**src/rtl/display_scan_controller.sv**
```systemverilog
// Reaction-time display front end: binary-to-BCD conversion, leading-zero blanking,
// and two-channel digit multiplexing toward the segment encoder.
module display_scan_controller #(
   parameter int unsigned SCAN_DIV = 50000,
   parameter int unsigned BIN_W    = 14
) (
   input  logic             clk,
   input  logic             rst,
   input  logic             load,
   input  logic [BIN_W-1:0] value,
   input  logic             blank_all,
   output logic             busy,
   output logic             overflow,
   output logic [3:0]       data_1,
   output logic [3:0]       data_2,
   output logic [1:0]       dig_sel
);

   localparam int unsigned BCD_W  = 16;
   localparam int unsigned SR_W   = BCD_W + BIN_W;
   localparam int unsigned CNT_W  = $clog2(BIN_W + 1);
   localparam int unsigned SCAN_W = (SCAN_DIV > 2) ? $clog2(SCAN_DIV) : 1;
   localparam logic [3:0]  BLANK  = 4'd10;
   localparam logic [31:0] MAX_DISP = 32'd9999;

   typedef enum logic [1:0] {
      IDLE   = 2'd0,
      CONV   = 2'd1,
      COMMIT = 2'd2
   } state_t;

   state_t           state;
   logic [SR_W-1:0]  sr;
   logic [SR_W-1:0]  sr_adj;
   logic [CNT_W-1:0] bit_cnt;
   logic [3:0]       d3, d2, d1, d0;
   logic [3:0]       thou, hund, tens, ones;
   logic [SCAN_W-1:0] scan_cnt;
   logic             phase;

   // Add 3 to every BCD nibble that is 5 or more, ahead of the next doubling.
   function automatic logic [BCD_W-1:0] add3(input logic [BCD_W-1:0] b);
      logic [BCD_W-1:0] r;
      r = b;
      for (int i = 0; i < 4; i++) begin
         if (b[i*4 +: 4] >= 4'd5) begin
            r[i*4 +: 4] = b[i*4 +: 4] + 4'd3;
         end
      end
      return r;
   endfunction

   always_comb begin
      sr_adj = sr;
      sr_adj[SR_W-1 -: BCD_W] = add3(sr[SR_W-1 -: BCD_W]);
   end

   assign thou = sr[SR_W-1  -: 4];
   assign hund = sr[SR_W-5  -: 4];
   assign tens = sr[SR_W-9  -: 4];
   assign ones = sr[SR_W-13 -: 4];

   // Conversion FSM; the shift register holds {bcd, bin} and the display
   // digits change only in COMMIT so the old value stays up meanwhile.
   always_ff @(posedge clk or posedge rst) begin
      if (rst) begin
         state    <= IDLE;
         busy     <= 1'b0;
         overflow <= 1'b0;
         sr       <= '0;
         bit_cnt  <= '0;
         d3       <= BLANK;
         d2       <= BLANK;
         d1       <= BLANK;
         d0       <= BLANK;
      end else begin
         case (state)
            IDLE: begin
               if (load) begin
                  if (32'(value) > MAX_DISP) begin
                     sr       <= {BCD_W'(0), BIN_W'(MAX_DISP)};
                     overflow <= 1'b1;
                  end else begin
                     sr       <= {BCD_W'(0), value};
                     overflow <= 1'b0;
                  end
                  bit_cnt <= CNT_W'(BIN_W);
                  busy    <= 1'b1;
                  state   <= CONV;
               end
            end
            CONV: begin
               sr      <= sr_adj << 1;
               bit_cnt <= bit_cnt - CNT_W'(1);
               if (bit_cnt == CNT_W'(1)) begin
                  state <= COMMIT;
               end
            end
            COMMIT: begin
               d3    <= (thou == 4'd0) ? BLANK : thou;
               d2    <= (thou == 4'd0 && hund == 4'd0) ? BLANK : hund;
               d1    <= (thou == 4'd0 && hund == 4'd0 && tens == 4'd0) ? BLANK : tens;
               d0    <= ones;
               busy  <= 1'b0;
               state <= IDLE;
            end
            default: begin
               busy  <= 1'b0;
               state <= IDLE;
            end
         endcase
      end
   end

   // Free-running scan divider; phase flips on every wrap.
   always_ff @(posedge clk or posedge rst) begin
      if (rst) begin
         scan_cnt <= '0;
         phase    <= 1'b0;
      end else if (scan_cnt == SCAN_W'(SCAN_DIV - 1)) begin
         scan_cnt <= '0;
         phase    <= ~phase;
      end else begin
         scan_cnt <= scan_cnt + SCAN_W'(1);
      end
   end

   // Output stage: phase 0 drives d3/d1, phase 1 drives d2/d0.
   always_ff @(posedge clk or posedge rst) begin
      if (rst) begin
         dig_sel <= 2'b01;
         data_1  <= BLANK;
         data_2  <= BLANK;
      end else begin
         dig_sel <= phase ? 2'b10 : 2'b01;
         if (blank_all) begin
            data_1 <= BLANK;
            data_2 <= BLANK;
         end else if (phase) begin
            data_1 <= d2;
            data_2 <= d0;
         end else begin
            data_1 <= d3;
            data_2 <= d1;
         end
      end
   end

endmodule

```
**config.mk**
```make
export PLATFORM = sky130hd
export DESIGN_NAME = display_scan_controller
export DESIGN_NICKNAME = d
export VERILOG_FILES = /design/src/rtl/display_scan_controller.sv
export SDC_FILE = /design/constraint.sdc
export NUM_CORES = 1
export LEC_CHECK = 0
export CORE_MARGIN = 4
export CORE_UTILIZATION = 44
export DETAILED_ROUTE_END_ITERATION = 16
export PLACE_DENSITY = 0.73
export SLEW_MARGIN = 15
export SYNTH_ARGS = -nofsm -noshare
export SYNTH_HDL_FRONTEND = slang
export SYNTH_SLANG_ARGS = --single-unit
```
**constraint.sdc**
```tcl
create_clock -name clk -period 4.3 [get_ports clk]
set_clock_uncertainty 0.1 [all_clocks]
set_input_delay 0.86 -clock clk [delete_from_list [all_inputs] [get_ports clk]]
set_output_delay 0.86 -clock clk [all_outputs]
set_load 0.01 [all_outputs]
```
Word-level counts from Yosys, hierarchy flattened
Cells that the tools add are included.
Widths: inputs -> output; s select.
{ "word_totals": {"reg_bits": 81, "output_inout_bits": 12, "elab_cells": 68} }
{ "classes": {"addsub": 6, "magnitude_cmp": 5, "n_eq_ne": 6, "muxes": 24, "n_bitwise": 2, "reduce_logical": 11} }
{ "op_table": {"columns": ["cell", "n"], "rows": [
  ["$pmux 30 s2", 1],
  ["$mux 4", 11],
  ["$mux 30", 1],
  ["$add 16x1->16 const B", 1],
  ["$eq 16x16->1 const B", 1],
  ["$ge 4x3->1 const B", 4],
  ["$mux 16", 1],
  ["$gt 14x14->1 const B", 1],
  ["$mux 14", 1],
  ["$add 4x2->4 const B", 3],
  ["$logic_not 4->1", 3],
  ["$pmux 4 s2", 1],
  ["$reduce_and 2->1", 4],
  ["$mux 2", 3],
  ["$eq 4x1->1 const B", 1],
  ["$ne 2x2->1 const B", 2],
  ["$pmux 2 s2", 1],
  ["$sub 4x1->4 const B", 1],
  ["$add 3x2->3 const B", 1],
  ["$mux 3", 1],
  ["$eq 2x1->1 const B", 1],
  ["$eq 2x2->1 const B", 1],
  ["$logic_and 1x1->1", 2],
  ["$logic_not 2->1", 1],
  ["4 further kinds", 6]
]} }

Logic depth before layout (Yosys ltp)
Gate-level depths: netlist of the first run.
{ "logic_depth": {"word_depth": 4, "depth_mapped": 6, "mapped_depth_nobuf": 6} }

Least setup slack after synthesis of the first run
Ideal clock, no wire load.
{ "synth_timing": {"kind": "input -> register", "startpoint": "in load", "endpoint": "reg sr[11]", "arrival_ps": 1906, "t_required_ps": 4079, "setup_slack_ps": 2172, "cell_stages": 5, "path_cell_list": "nor3b_1 > nor2_1 > clkbuf_1 > a22oi_1 > nand2_1"} }
{ "synth_via": {"elab_chain_len": 2} }
{ "synth_lines": {"columns": ["item", "line", "source"], "rows": [
  ["from (decl)", "9", "input logic load,"],
  ["$ne 2x2->1 (no source line)", null, null],
  ["$reduce_and 2->1 (no source line)", null, null],
  ["to (signal assigned)", "81", "sr <= {BCD_W'(0), BIN_W'(MAX_DISP)};"],
  ["to (signal assigned)", "84", "sr <= {BCD_W'(0), value};"],
  ["to (signal assigned)", "93", "sr <= sr_adj << 1;"],
  ["to (decl)", "33", "logic [SR_W-1:0] sr;"]
]} }
No other way between the ends.
A chain may end at the register's enable or synchronous reset.

Worst setup path in the final report of the first run
Ends and elaborated chain as after synthesis.

==> results.ini, run 1 <==
[sta]
period_needed_ns=2.46
maxSlewViolCount=0
tns_ns=0
fmax_mhz=406
final_hold_viol_count=0
rsz0062_at_grt=no
relSlewSlack_pct=32.0
worst_pin_slew_ns=1.02
layout_setup_ws_ns=1.84
holdWs_ns=0.352
finalCritPeriodShare_pct=57.3
setup_viol=0

[critical_path]
critPathRequiredTime_ns=4.48
critPathKind=in2reg
r2r_start=state[1]
cp_slowest_cell=nor2_1
max_stage_delay_ns=0.70
path_max_fanout=15
critPathCaptureType=register
reg2reg_to=sr[9]
cp.arrival_ns=2.64
start_kind=primary input
setup.worst_path.start=load
reg2reg_slack_ns=2.12
path_depth=6
path_cells=clkdlybuf4s50_1 > nor3b_1 > buf_4 > nor2_1 > a22oi_1 > nand2_1
cpLargestDelayFamily=simple AND/OR/NAND/NOR gates
reg2regPathDepth=4
cp_num_buf_inv=2
endpoint=sr[11]

[floorplan]
placementRows=33
die_w_um=101
die_y_um=101
die_area_sq_um=10100
core_area_sq_um=8260
start_util_pct=45.6
pin_count=30

[place]
dp_slack_ns=1.51
io_buffer_count=29
dp_hpwl_mm=4.92
routabilityCongestion=0.857

[synthesis]
avgSynthCellArea_sq_um=10.2
async_reset_ff_share_pct=100
yosys_warnings=0
synth_edf_count=0
syn_nets=399
postSynthCellCount=368
ys_ff_latch=81
yosysUniqueCellTypes=43
syn_area_sq_um=3770
synth_flop_cell=dfrtp_1
synth-seq-area-share_pct=54.2

[cts]
cts_tree=yes
cts_sinks=81
cts_resized=0
clk_pin_slew_worst_paths_ns=0.08
cts_htree_levels=3
post_cts_buffers=0
numCtsBuffers=9
root_buffer=clkbuf_8
clock_latency_ns=0.34
cts.path.max_buffers=2
cts_hold_buf=0

[detailed_routing]
route.vias.total=2692
vias_per_cell=5.31
route.detailed.drc=0
drt_first_pass_iters=4
wirelength_mm=6.98
wl_per_cell_um=13.8
ant_nets=0
drt_iter0_markers=179

[finish]
drive_above_1_share_pct=10.2
antenna_cells=0
final_common_cell=dfrtp_1
layout_common_cells=dfrtp_1 (68), nand2_1 (46), o21ai_0 (34), clkdlybuf4s50_1 (29), nor2_1 (26)
area_delta_synth_final_pct=15.5
final_nets=428
finish.utilization_pct=52.7

[grt]
antenna_found_initial=0
track_usage_pct=15.0
grt-ovfl-total=0
grt_pass1_wl_mm=12.2
grt_max_degree=51
grt_pass1_vias=2631

[flow_run]
drv_cap=0

[status]
status=completed

[hold_path]
hp-start=d3[1]
hold_class=reg2reg

[power]
vdd_ir_drop_max_v=0.000297
p_leak_uw=0.00193
power_density_nw_per_um2=595

## how the worst min path moves through the flow
stage,cells past startpoint,slack (ns),end
finish,2,0.35,d3[1]
global route,2,0.37,d3[1]
CTS,2,0.36,d3[1]
detailed placement,2,0.34,d3[1]
global placement,2,0.34,d3[1]
floorplan,0,0.31,dig_sel[1]
## sequential cells by signal (all words and copies together) (netlist names), 2 cells and up
name      flops
bit_cnt       4
d0            4
d1            4
d2            4
d3            4
data_1        4
data_2        4
dig_sel       2
scan_cnt     16
sr           30
state         2
## per-layer routing
layer	global-route usage [%]	wire length, um	vias up	part of all wire, %
li1	-	-	1336	-
met1	20.1	3260	1297	47
met2	24.3	3330	50	48
met3	3.11	280	9	4.0
met4	5.28	110	0	1.6
met5	0	0	-	0
## worst register-to-register path, delay by kind of cell, from the launching register on
kind	cells	cell delay (ns)
DFF	1	0.44
and+or+nand+nor	2	1.04
AOI/OAI and AO/OA	2	0.49
## stage by stage
step	cells	cell area, sq um	total power [uW]
final	507	4350	2590
after global routing	507	4350	2800
after CTS	507	4350	2620
after detailed placement	491	4160	2080
after global placement	491	4160	2020
after floorplan	368	3770	1820
## cells in the mapped netlist (2+ instances only)
| cell | n | area, sq um |
|---|---|---|
| xnor2_1 | 15 | 131 |
| nand3_1 | 17 | 85.1 |
| buf_1 | 2 | 7.51 |
| a211oi_1 | 2 | 15.0 |
| o21ai_0 | 34 | 170 |
| nor4_1 | 2 | 12.5 |
| ha_1 | 13 | 163 |
| nand2_1 | 46 | 173 |
| clkbuf_1 | 13 | 48.8 |
| o31ai_1 | 8 | 60.1 |
| o22a_1 | 2 | 17.5 |
| nor3b_1 | 6 | 45.0 |
| a31oi_1 | 2 | 12.5 |
| inv_1 | 20 | 75.1 |
| nor3_1 | 4 | 20.0 |
| mux2i_1 | 5 | 50.1 |
| nor2_1 | 26 | 97.6 |
| and3_1 | 2 | 12.5 |
| a211o_1 | 4 | 35.0 |
| dfstp_2 | 13 | 342 |
| mux2_2 | 3 | 33.8 |
| nand2b_1 | 6 | 37.5 |
| dfrtp_1 | 68 | 1700 |
| a22oi_1 | 3 | 22.5 |
| a32o_1 | 4 | 40.0 |
| xor2_1 | 3 | 26.3 |
| a21oi_1 | 16 | 80.1 |
| a222oi_1 | 4 | 40.0 |
| nor2b_1 | 7 | 43.8 |
| nand4_1 | 5 | 31.3 |
## report_power, final
| part | switching (uW) | internal, uW |
|---|---|---|
| Combinational | 457 | 395 |
| Clock | 256 | 283 |
| Sequential | 174 | 1030 |
| Total | 887 | 1710 |
## area by class of cell
| class | count | area, sq um |
|---|---|---|
| Inverter | 20 | 76.3 |
| Clock inverter | 3 | 40.0 |
| Tap cell | 105 | 131 |
| Sequential cell | 81 | 2040 |
| Timing Repair Buffer | 33 | 320 |
| Multi-Input combinational cell | 252 | 1590 |
| Clock buffer | 13 | 149 |
| Fill cell | 775 | 3910 |
## kinds of logic after synthesis
| kind of cell | count (synthesis) | synth area share [%] |
|---|---|---|
| buffers and inverters | 35 | 3.49 |
| muxes | 9 | 2.62 |
| AOI/OAI and AO/OA | 83 | 14.0 |
| adders and majority gates | 13 | 4.32 |
| DFF | 81 | 54.2 |
| xor gates and xnor gates | 18 | 4.18 |
| and+or+nand+nor | 129 | 17.2 |
(Power assumes the default switching activity.)
==> run 2: changes to the inputs <==
Settings changed: PLACE_DENSITY 0.73 to 0.75.
Clock period 4.3 ns to 2.2 ns, I/O delays scaled along.
==> run 2 against run 1 <==
Compared with the run above: register-to-register slack got worse by 1.8 ns; worst hold slack got worse by 0.056 ns; die area did not move; global-route usage rose by 0.72 points; sequential power rose by 95%; critical endpoint is now dig_sel[0]; non-clock buffer count rose by 7; wire length rose by 1.3%.
==> results.ini, run 2 (synthesis gave the netlist of run 1 again) <==
[status]
status=completed  ; unchanged

[detailed_routing]
drt_first_pass_iters=4  ; unchanged
vias_per_cell=5.33  ; was 5.31
route.vias.total=2739  ; was 2692
wl_per_cell_um=13.8  ; about the same
wirelength_mm=7.07  ; was 6.98 mm
ant_nets=0  ; unchanged
drt_iter0_markers=115  ; was 179
route.detailed.drc=0  ; unchanged

[grt]
track_usage_pct=15.7  ; was 15.0%
grt_pass1_vias=2714  ; was 2631
grt-ovfl-total=0  ; unchanged
grt_max_degree=39  ; was 51
grt_pass1_wl_mm=12.7  ; was 12.2 mm
antenna_found_initial=0  ; unchanged

[floorplan]
core_area_sq_um=8260  ; unchanged
placementRows=33  ; unchanged
die_w_um=101  ; unchanged
die_y_um=101  ; unchanged
die_area_sq_um=10100  ; unchanged
start_util_pct=45.6  ; unchanged
pin_count=30  ; unchanged

[finish]
area_delta_synth_final_pct=18.7  ; was 15.5%
drive_above_1_share_pct=12.5  ; was 10.2%
regMostFlops=sr  ; unchanged
final_nets=435  ; was 428
fillers=747  ; was 775
top_regs=sr (30), scan_cnt (16)  ; unchanged
antenna_cells=0  ; unchanged
multiInputGateArea_sq_um=1590  ; unchanged
largest_reg_flops=30  ; unchanged
layout_common_cells=dfrtp_1 (68), nand2_1 (46), o21ai_0 (34), clkdlybuf4s50_1 (29), nor2_1 (26)  ; unchanged
seqCellArea_sq_um=2040  ; unchanged
final_common_cell=dfrtp_1  ; unchanged

[place]
dp_hpwl_mm=5.01  ; was 4.92 mm
routabilityCongestion=0.825  ; was 0.857
io_buffer_count=29  ; unchanged

[cts]
cts_resized=0  ; unchanged
cts_tree=yes  ; unchanged
cts_htree_levels=3  ; unchanged
cts_sinks=81  ; unchanged
clk_pin_slew_worst_paths_ns=0.08  ; about the same
clock_latency_ns=0.35  ; was 0.34 ns
root_buffer=clkbuf_8  ; unchanged
cts_hold_buf=0  ; unchanged
post_cts_buffers=0  ; unchanged
cts.path.max_buffers=2  ; unchanged
numCtsBuffers=9  ; unchanged

[sta]
setup_viol=0  ; unchanged
relSlewSlack_pct=58.4  ; was 32.0%
finalCritPeriodShare_pct=88.0
tns_ns=0  ; unchanged
maxSlewViolCount=0  ; unchanged
period_needed_ns=1.94
worst_pin_slew_ns=0.622  ; was 1.02 ns
final_hold_viol_count=0  ; unchanged
fmax_mhz=516
rsz0062_at_grt=no  ; unchanged

[critical_path]
critPathKind=reg2out  ; was in2reg
cp.arrival_ns=1.40  ; was 2.64 ns
max_stage_delay_ns=0.52  ; was 0.70 ns
critPathCaptureType=output pin  ; was register
cp_slowest_cell=dfstp_2  ; was nor2_1
cpLargestDelayFamily=flip-flops  ; was simple AND/OR/NAND/NOR gates
path_max_fanout=1  ; was 15
critPathRequiredTime_ns=1.66  ; was 4.48 ns
cp_num_buf_inv=1  ; was 2
path_cells=clkdlybuf4s50_1  ; was clkdlybuf4s50_1 > nor3b_1 > buf_4 > nor2_1 > a22oi_1 > nand2_1
start_kind=register  ; was primary input

[power]
p_seq_share_pct=44.5  ; was 46.3%
fin_total_pwr_uw=5270  ; was 2590 uW
p_clk_share_pct=23.1  ; was 20.8%
swShare_pct=33.8  ; was 34.2%
p_int_uw=3490  ; was 1710 uW
power_density_nw_per_um2=1180  ; was 595 nW/um^2
vdd_ir_drop_max_v=0.000703  ; was 0.000297 V
pwr-share-comb_pct=32.4  ; was 32.9%
p_leak_uw=0.00198  ; was 0.00193 uW
p_switching_uw=1780  ; was 887 uW

[flow_run]
drv_cap=0  ; unchanged

[hold_path]
hold_class=in2async  ; was reg2reg

## run 2: cell types whose count changed in the layout (fill, tap and decap cells not counted), sizes merged
cell	delta
bufinv	+1
clkbuf	-3
clkinv	-2
clkinvlp	+4
buf	+7
## run 2: path summary, 6_finish.rpt
check                           slack [ns]       start           to  cells after the start
worst max-delay path                  0.26  dig_sel[0]   dig_sel[0]                      1
worst min-delay path                  0.30         rst  scan_cnt[5]                      2
worst max register to register        0.29      sr[26]        d1[0]                      6
worst min register to register        0.35       d2[3]        d2[3]                      2
max in group asynchronous             1.16         rst        d3[3]                      3
min in group clk                      0.35       d2[3]        d2[3]                      2
## run 2: cell type report
class                      instances  share of cell area (%)
clock inverter                     6                    2.04
sequential                        81                    45.7
timing repair buffer              40                    8.90
tap                              105                    2.94
inverter                          20                    1.76
multi-input combinational        252                    35.6
clock buffer                      10                    3.08
## run 2: metal layers
layer | GRT usage, % | wire length, um | share of wire [%]
met2 | 24.5 | 3280 | 46
met3 | 5.67 | 383 | 5.4
met4 | 4.46 | 85 | 1.2
met1 | 20.9 | 3320 | 47
met5 | 0 | 0 | 0
## run 2: power groups by stage
stage               registers [uW]  clock network, uW  logic, uW
floorplan                     2300                  0       1260
global placement              2360                  0       1650
detailed placement            2370                  0       1730
CTS                           2340               1240       1730
global route                  2410               1310       1990
finish                        2340               1220       1700
## run 2: through the flow
step,instances,hold WS [ns],util [%],setup WS (ns),instance area [sq um]
finish,514,0.296,54.2,0.263,4470
detailed placement,498,0.346,51.4,0.112,4240
global route,514,0.296,54.2,0.0724,4470
global placement,498,0.344,51.4,0.144,4240
CTS,514,0.285,54.2,0.230,4470
floorplan,368,0.313,-,0.306,3770
==> run 3: changes to the inputs <==
--- a/config.mk
+++ b/config.mk
@@ -9,2 +9,3 @@
 export CORE_UTILIZATION = 44
+export CTS_CLUSTER_DIAMETER = 200
 export DETAILED_ROUTE_END_ITERATION = 16
==> constraint.sdc (replaced) <==
create_clock -name clk -period 2.2 [get_ports clk]
set_clock_uncertainty 0.1 [all_clocks]
set_input_delay 0.33 -clock clk [delete_from_list [all_inputs] [get_ports clk]]
set_output_delay 0.33 -clock clk [all_outputs]
set_load 0.01 [all_outputs]
==> run 3 against run 2 <==
Compared with the run above: first-iteration DRC count grew 33%; via count grew 0.29%; sequential power is essentially flat; sequential share of layout area grew 0.18 points; power shrank 1.0%; largest cell class unchanged.
==> results.ini, run 3 (synthesis gave the netlist of run 1 again) <==
[sta]
holdWs_ns=0.215  ; was 0.296 ns
worst_pin_slew_ns=0.846  ; was 0.622 ns
layout_setup_ws_ns=0.275  ; was 0.263 ns
relSlewSlack_pct=43.4  ; was 58.4%
fmax_mhz=519  ; was 516 MHz
period_needed_ns=1.93  ; was 1.94 ns
setup_viol=0  ; unchanged
tns_ns=0  ; unchanged
finalCritPeriodShare_pct=87.5  ; was 88.0%
final_hold_viol_count=0  ; unchanged
maxSlewViolCount=0  ; unchanged
rsz0062_at_grt=no  ; unchanged

[critical_path]
start_kind=register  ; unchanged
critPathCaptureType=register  ; was output pin
max_stage_delay_ns=0.41  ; was 0.52 ns
critPathRequiredTime_ns=2.38  ; was 1.66 ns
path_max_fanout=5  ; was 1
cp_slowest_cell=dfrtp_1  ; was dfstp_2
cp_num_buf_inv=1  ; unchanged
path_cells=inv_1 > ha_1 > nor3b_1 > and3_1 > a31o_2 > o22a_1  ; was clkdlybuf4s50_1
critPathKind=reg2reg  ; was reg2out
cp.arrival_ns=2.10  ; was 1.40 ns
cpLargestDelayFamily=simple AND/OR/NAND/NOR gates  ; was flip-flops

[place]
dp_slack_ns=0.132  ; was 0.112 ns
io_buffer_count=29  ; unchanged
routabilityCongestion=0.811  ; was 0.825
numPlacedInstances=498  ; unchanged
placed_cell_area_sq_um=4240  ; unchanged
dp_hpwl_mm=5.19  ; was 5.01 mm

[finish]
regMostFlops=sr  ; unchanged
drive_above_1_share_pct=12.0  ; was 12.5%
final_area_sq_um=4460  ; was 4470 sq um
finalNonFillerCells=514  ; unchanged
area_delta_synth_final_pct=18.3  ; was 18.7%
antenna_cells=0  ; unchanged
layout_common_cells=dfrtp_1 (68), nand2_1 (46), o21ai_0 (34), clkdlybuf4s50_1 (29), nor2_1 (26)  ; unchanged
top_regs=sr (30), scan_cnt (16)  ; unchanged
largest_reg_flops=30  ; unchanged
final_nets=435  ; unchanged
final_common_cell=dfrtp_1  ; unchanged

[floorplan]
start_util_pct=45.6  ; unchanged
die_w_um=101  ; unchanged
pin_count=30  ; unchanged
placementRows=33  ; unchanged
die_area_sq_um=10100  ; unchanged
core_area_sq_um=8260  ; unchanged
die_y_um=101  ; unchanged

[detailed_routing]
vias_per_cell=5.34  ; was 5.33
route.vias.total=2747  ; was 2739
ant_nets=0  ; unchanged
drt_first_pass_iters=5  ; was 4
drt_iter0_markers=153  ; was 115
wirelength_mm=7.18  ; was 7.07 mm
route.detailed.drc=0  ; unchanged
wl_per_cell_um=14.0  ; was 13.8 um

[cts]
cts_htree_levels=3  ; unchanged
post_cts_buffers=0  ; unchanged
numCtsBuffers=9  ; unchanged
cts_hold_buf=0  ; unchanged
clock_latency_ns=0.33  ; was 0.35 ns
cts_sinks=81  ; unchanged
cts_resized=0  ; unchanged
cts.path.max_buffers=2  ; unchanged
cts_tree=yes  ; unchanged
root_buffer=clkbuf_8  ; unchanged
clk_pin_slew_worst_paths_ns=0.08  ; about the same

[grt]
grt_pass1_wl_mm=12.6  ; was 12.7 mm
grt_pass1_vias=2736  ; was 2714
track_usage_pct=15.5  ; was 15.7%
grt-ovfl-total=0  ; unchanged
antenna_found_initial=0  ; unchanged
grt_max_degree=44  ; was 39

[power]
vdd_ir_drop_max_v=0.000729  ; was 0.000703 V
power_density_nw_per_um2=1170  ; was 1180 nW/um^2
p_leak_uw=0.00198  ; about the same

[flow_run]
drv_cap=0  ; unchanged

[status]
status=completed  ; unchanged

[hold_path]
hold_class=in2async  ; unchanged

## run 3: cell count changes in the layout (fill, tap and decap cells not counted), sizes merged
cell / before / now
clkbuf: 10 / 11
clkinvlp: 4 / 3
## run 3: layout make-up
class / count / area (sq um)
fillers: 746 / 3800
flip-flops and latches: 81 / 2040
repair buffers: 40 / 398
clock inverters: 5 / 80.1
well taps: 105 / 131
inverters: 20 / 78.8
clock buffers: 11 / 131
multi-input cells: 252 / 1590
## run 3: layer usage
layer  routed length [um]  global-route usage (%)  up-vias
li1                     -                       -     1349
met1                 3460                    22.3     1320
met2                 3240                    23.3       68
met3                  375                    3.25       10
met4                  110                    5.60        0
met5                    0                       0        -
## run 3: path summary, 6_finish.rpt
| check | start | end | slack, ns | depth (start not counted) |
|---|---|---|---|---|
| max reg2reg | sr[26] | d1[3] | 0.27 | 6 |
| min reg2reg | d2[3] | d2[3] | 0.36 | 2 |
| min | rst | scan_cnt[6] | 0.22 | 2 |
| max in group asynchronous | rst | d3[1] | 1.20 | 3 |
| min in group clk | d2[3] | d2[3] | 0.36 | 2 |
| max | sr[26] | d1[3] | 0.27 | 6 |
## run 3: where the power goes
part           total, uW  internal [uW]  switching, uW
Sequential          2360           2010            350
Combinational       1700            804            899
Clock               1150            638            514
Total               5210           3450           1760
## run 3: stage by stage
stage,util (%),power (uW)
3_3_place_gp,51.4,3980
6_report,54.0,5210
4_1_cts,54.0,5260
5_1_grt,54.0,5630
2_1_floorplan,-,3560
3_5_place_dp,51.4,4100
==> edit 1 (flow settings as in run 3) <==
The parameter `BIN_W` goes from 14 to 10.
--- a/src/rtl/display_scan_controller.sv
+++ b/src/rtl/display_scan_controller.sv
@@ -3,5 +3,5 @@
 module display_scan_controller #(
    parameter int unsigned SCAN_DIV = 50000,
-   parameter int unsigned BIN_W    = 14
+   parameter int unsigned BIN_W    = 10
 ) (
    input  logic             clk,
Interface: changed (resized value); port bits go from 30 to 26. The function was not compared with the original's and may differ.
==> edit 1 against run 3 <==
- power decreased by 7.0%
- synthesized area shrank 6.5%
- sequential cell count is 5 lower
- worst setup slack better by 0.058 ns
- wire length fell by 12%
- final area shrank 7.8%
- fmax increased by 3.1%
- largest power group unchanged
- highest routed layer unchanged
==> edit 1: results (changes against run 3) <==
metric	value	unit	change
vias	2485		-9.5%
max-vdd-ir-drop	0.0008474	V	+16%
seq_power	2.17	mW	-8%
synth_cell_types	44		+2.3%
grt_max_degree	77		+75%
crit_path_start_kind	flop		
p_leak	1.825	nW	-7.6%
swShare	35.46	%	+1.6 points
use_met3	5.097	%	+1.8 points
wl	6333	microns	-12%
vias_per_cell	5.188		-2.9%
max_stage_delay	0.39	ns	-0.02 ns
crit_arrival	2.01	ns	-0.09 ns
largestRegisters	sr x26, scan_cnt x16		
placed_cells	463		-7.0%
dpl.hpwl	4369	microns	-16%
yosysSeqAreaShare	54.44	%	+0.20 points
period_minus_slack	1.867	ns	-0.05815 ns
fill_cells	694		-7.0%
placed_area	3923	sq um	-7.6%
port_buffers	24		-17%
seqPwrFrac	44.7	%	-0.5 points
nNetsFinal	399		-8.3%
wl_met1	3080	microns	-11%
slew_headroom	61.39	%	+18 points
r2r_setup_slack	0.33	ns	+0.06 ns
r2r_start	sr[22]$_DFFE_PP0P_		
crit_end	d1[0]$_DFFE_PP0N_		
wl_met3	274	microns	-27%
worst_hold_slack	0.3382	ns	+0.1227 ns
antenna_found_initial	0		unchanged
powerClk	971	uW	-16%
synth_xor_area_share	4.972	%	+0.79 points
pre_cts_ws	0.3052	ns	+0.1732 ns
use_met2	23.41	%	+0.11 points
synthMuxAreaShare	2.273	%	-0.35 points
layout-drive-gt1-share	11.67	%	-0.31 points
synth_common_cells	dfrtp_1, nand2_1, nor2_1, inv_1, o21ai_0		
met1_usage	19.34	%	-2.9 points
grt_first_pass_wirelength	11450	microns	-9.3%
drt_pass1_iterations	4		-1
place.gp.congestion	0.7707		-4.9%
synthTopCellsByArea	dfrtp_1, dfstp_2, ha_1		
track_usage	14.71	%	-0.79 points
synth_compound_area_share	13.07	%	-0.91 points
status	finished, final reports clean		
synthAdderAreaFrac	4.616	%	+0.30 points
synth.avg_cell_area	10.27	sq um	+0.34%
route.met2.wl	2902	microns	-10%
drt_iter0_drc	154		+0.65%
edit 1: cell count changes in the layout (fill, tap and decap cells not counted), moves of 4 or more:
cell | before | now
nor3b_1 | 6 | 2
dfrtp_1 | 68 | 63
nand2_1 | 46 | 40
a222oi_1 | 4 | 0
a22o_1 | 0 | 5
xor2_1 | 3 | 7
nor2_1 | 26 | 37
clkdlybuf4s50_1 | 29 | 24
buf_4 | 9 | 3
nand3_1 | 17 | 8
a31oi_1 | 2 | 13
o22ai_1 | 0 | 6
o21ai_0 | 34 | 15
edit 1: layout make-up:
| cell class | instances | area (sq um) | area share, % |
|---|---|---|---|
| clock buffer | 10 | 137.6 | 3.352 |
| clock inverter | 6 | 46.29 | 1.127 |
| inverter | 20 | 78.83 | 1.920 |
| multi-input combinational | 235 | 1475 | 35.92 |
| sequential | 76 | 1918 | 46.71 |
| tap | 102 | 127.6 | 3.108 |
| timing repair buffer | 30 | 322.8 | 7.861 |
==> edit 2 (settings of run 3) <==
Without the edit above. Add an input register stage for `load`, `value` and `blank_all`, without a reset; this delays them by one clock.
--- a/src/rtl/display_scan_controller.sv
+++ b/src/rtl/display_scan_controller.sv
@@ -29,4 +29,14 @@
       COMMIT = 2'd2
    } state_t;
+
+   logic load_q;
+   logic [BIN_W-1:0] value_q;
+   logic blank_all_q;
+
+   always_ff @(posedge clk) begin
+      load_q      <= load;
+      value_q     <= value;
+      blank_all_q <= blank_all;
+   end
 
    state_t           state;
@@ -77,10 +87,10 @@
          case (state)
             IDLE: begin
-               if (load) begin
-                  if (32'(value) > MAX_DISP) begin
+               if (load_q) begin
+                  if (32'(value_q) > MAX_DISP) begin
                      sr       <= {BCD_W'(0), BIN_W'(MAX_DISP)};
                      overflow <= 1'b1;
                   end else begin
-                     sr       <= {BCD_W'(0), value};
+                     sr       <= {BCD_W'(0), value_q};
                      overflow <= 1'b0;
                   end
@@ -134,5 +144,5 @@
       end else begin
          dig_sel <= phase ? 2'b10 : 2'b01;
-         if (blank_all) begin
+         if (blank_all_q) begin
             data_1 <= BLANK;
             data_2 <= BLANK;
Behaviour: not the same (Yosys sat finds a counterexample within 4 cycles, from zero or initial values and one cycle with rst high).
==> edit 2 against run 3 <==
- first-iteration DRC count fell by 31%
- worst setup slack better by 0.064 ns
- critical path depth stayed put
- wire length is 2.0% higher
- final area grew 5.0%
- die area increased by 7.1%
- synthesized area is 7.7% higher
- sequential share of layout area is 4.7 points higher
- sequential cell count increased by 16
- power grew 3.2%
- clock power down 14%
- critical path type unchanged
==> edit 2: results (changes against run 3) <==
metric	value	unit	change
synthTopCellsByArea	dfrtp_1, dfstp_2, dfxtp_1		
nNetsFinal	442		+1.6%
fill_cells	802		+7.5%
vias_per_cell	5.332		-0.23%
synth_nets	408		+2.3%
synth_cell_types	42		-2.3%
use_met3	3.973	%	+0.72 points
placed_area	4514	sq um	+6.4%
wl_met3	298	microns	-21%
grt_pass1_vias	2740		+0.15%
place.gp.congestion	0.8620		+6.3%
largestRegisters	sr x30, scan_cnt x16, value_q x14		
wl_met1	3454	microns	-0.14%
wl	7330	microns	+2.0%
yosysSeqAreaShare	58.27	%	+4.0 points
grt_first_pass_wirelength	12730	microns	+0.87%
powerClk	994	uW	-14%
clkLatencyLatePin	0.36	ns	+0.03 ns
placed_cells	508		+2.0%
layout-drive-gt1-share	10.34	%	-1.6 points
slew_headroom	38.63	%	-4.7 points
dpl.hpwl	5153	microns	-0.72%
status	finished, final reports clean		
grt_max_degree	32		-27%
use_met2	22.42	%	-0.87 points
async_flop_share	83.51	%	-16 points
[edit 2: cell type report]
cell class	count	share of cell area, %
Sequential cell	97	50.51
Multi-Input combinational cell	250	33.69
Timing Repair Buffer	37	8.021
Tap cell	108	2.888
Clock inverter	4	0.6417
Clock buffer	12	2.888
Inverter	16	1.364
[edit 2: path summary, 6_finish.rpt]
check                                   startpoint                  end  slack [ns]  cells after the start
max in group asynchronous                      rst  data_1[1]$_DFF_PP1_        1.16                      3
min in group clk                          value[0]   value_q[0]$_DFF_P_        0.30                      1
worst min register to register   d2[3]$_DFFE_PP1N_    d2[3]$_DFFE_PP1N_        0.36                      2
worst max register to register  sr[26]$_DFFE_PP0P_    d1[1]$_DFFE_PP1N_        0.34                      6
worst min-delay path                           rst    d1[0]$_DFFE_PP0N_        0.26                      2
worst max-delay path            sr[26]$_DFFE_PP0P_    d1[1]$_DFFE_PP1N_        0.34                      6
[edit 2: worst max-delay path, delay by kind of cell, from the launching register on]
kind	cells	cell delay [ns]
buf+inv	1	0.13
fa+ha+maj	1	0.25
compound gates	2	0.32
flops	1	0.41
simple gates	2	0.60
[edit 2: kinds of logic (layout without fill, tap and decap cells)]
kind of cell	count (synthesis)	in the layout	share of synthesized area, %
compound gates	76	76	12.37
mux	8	8	2.067
xor+xnor	19	19	4.102
flops	97	97	58.27
fa+ha+maj	13	13	4.010
buf+inv	30	69	2.869
simple gates	134	134	16.32
[edit 2: stage by stage]
stage	power, mW	hold WS, ns	worst slack, ns	util [%]
finish	5.378	0.2632	0.3384	52.88
global route	5.800	0.2823	0.1509	52.88
CTS	5.433	0.2665	0.3311	52.88
global placement	4.308	0.3438	0.4395	51.02
detailed placement	4.425	0.3491	0.3599	51.02
floorplan	3.899	0.2577	0.5023	-
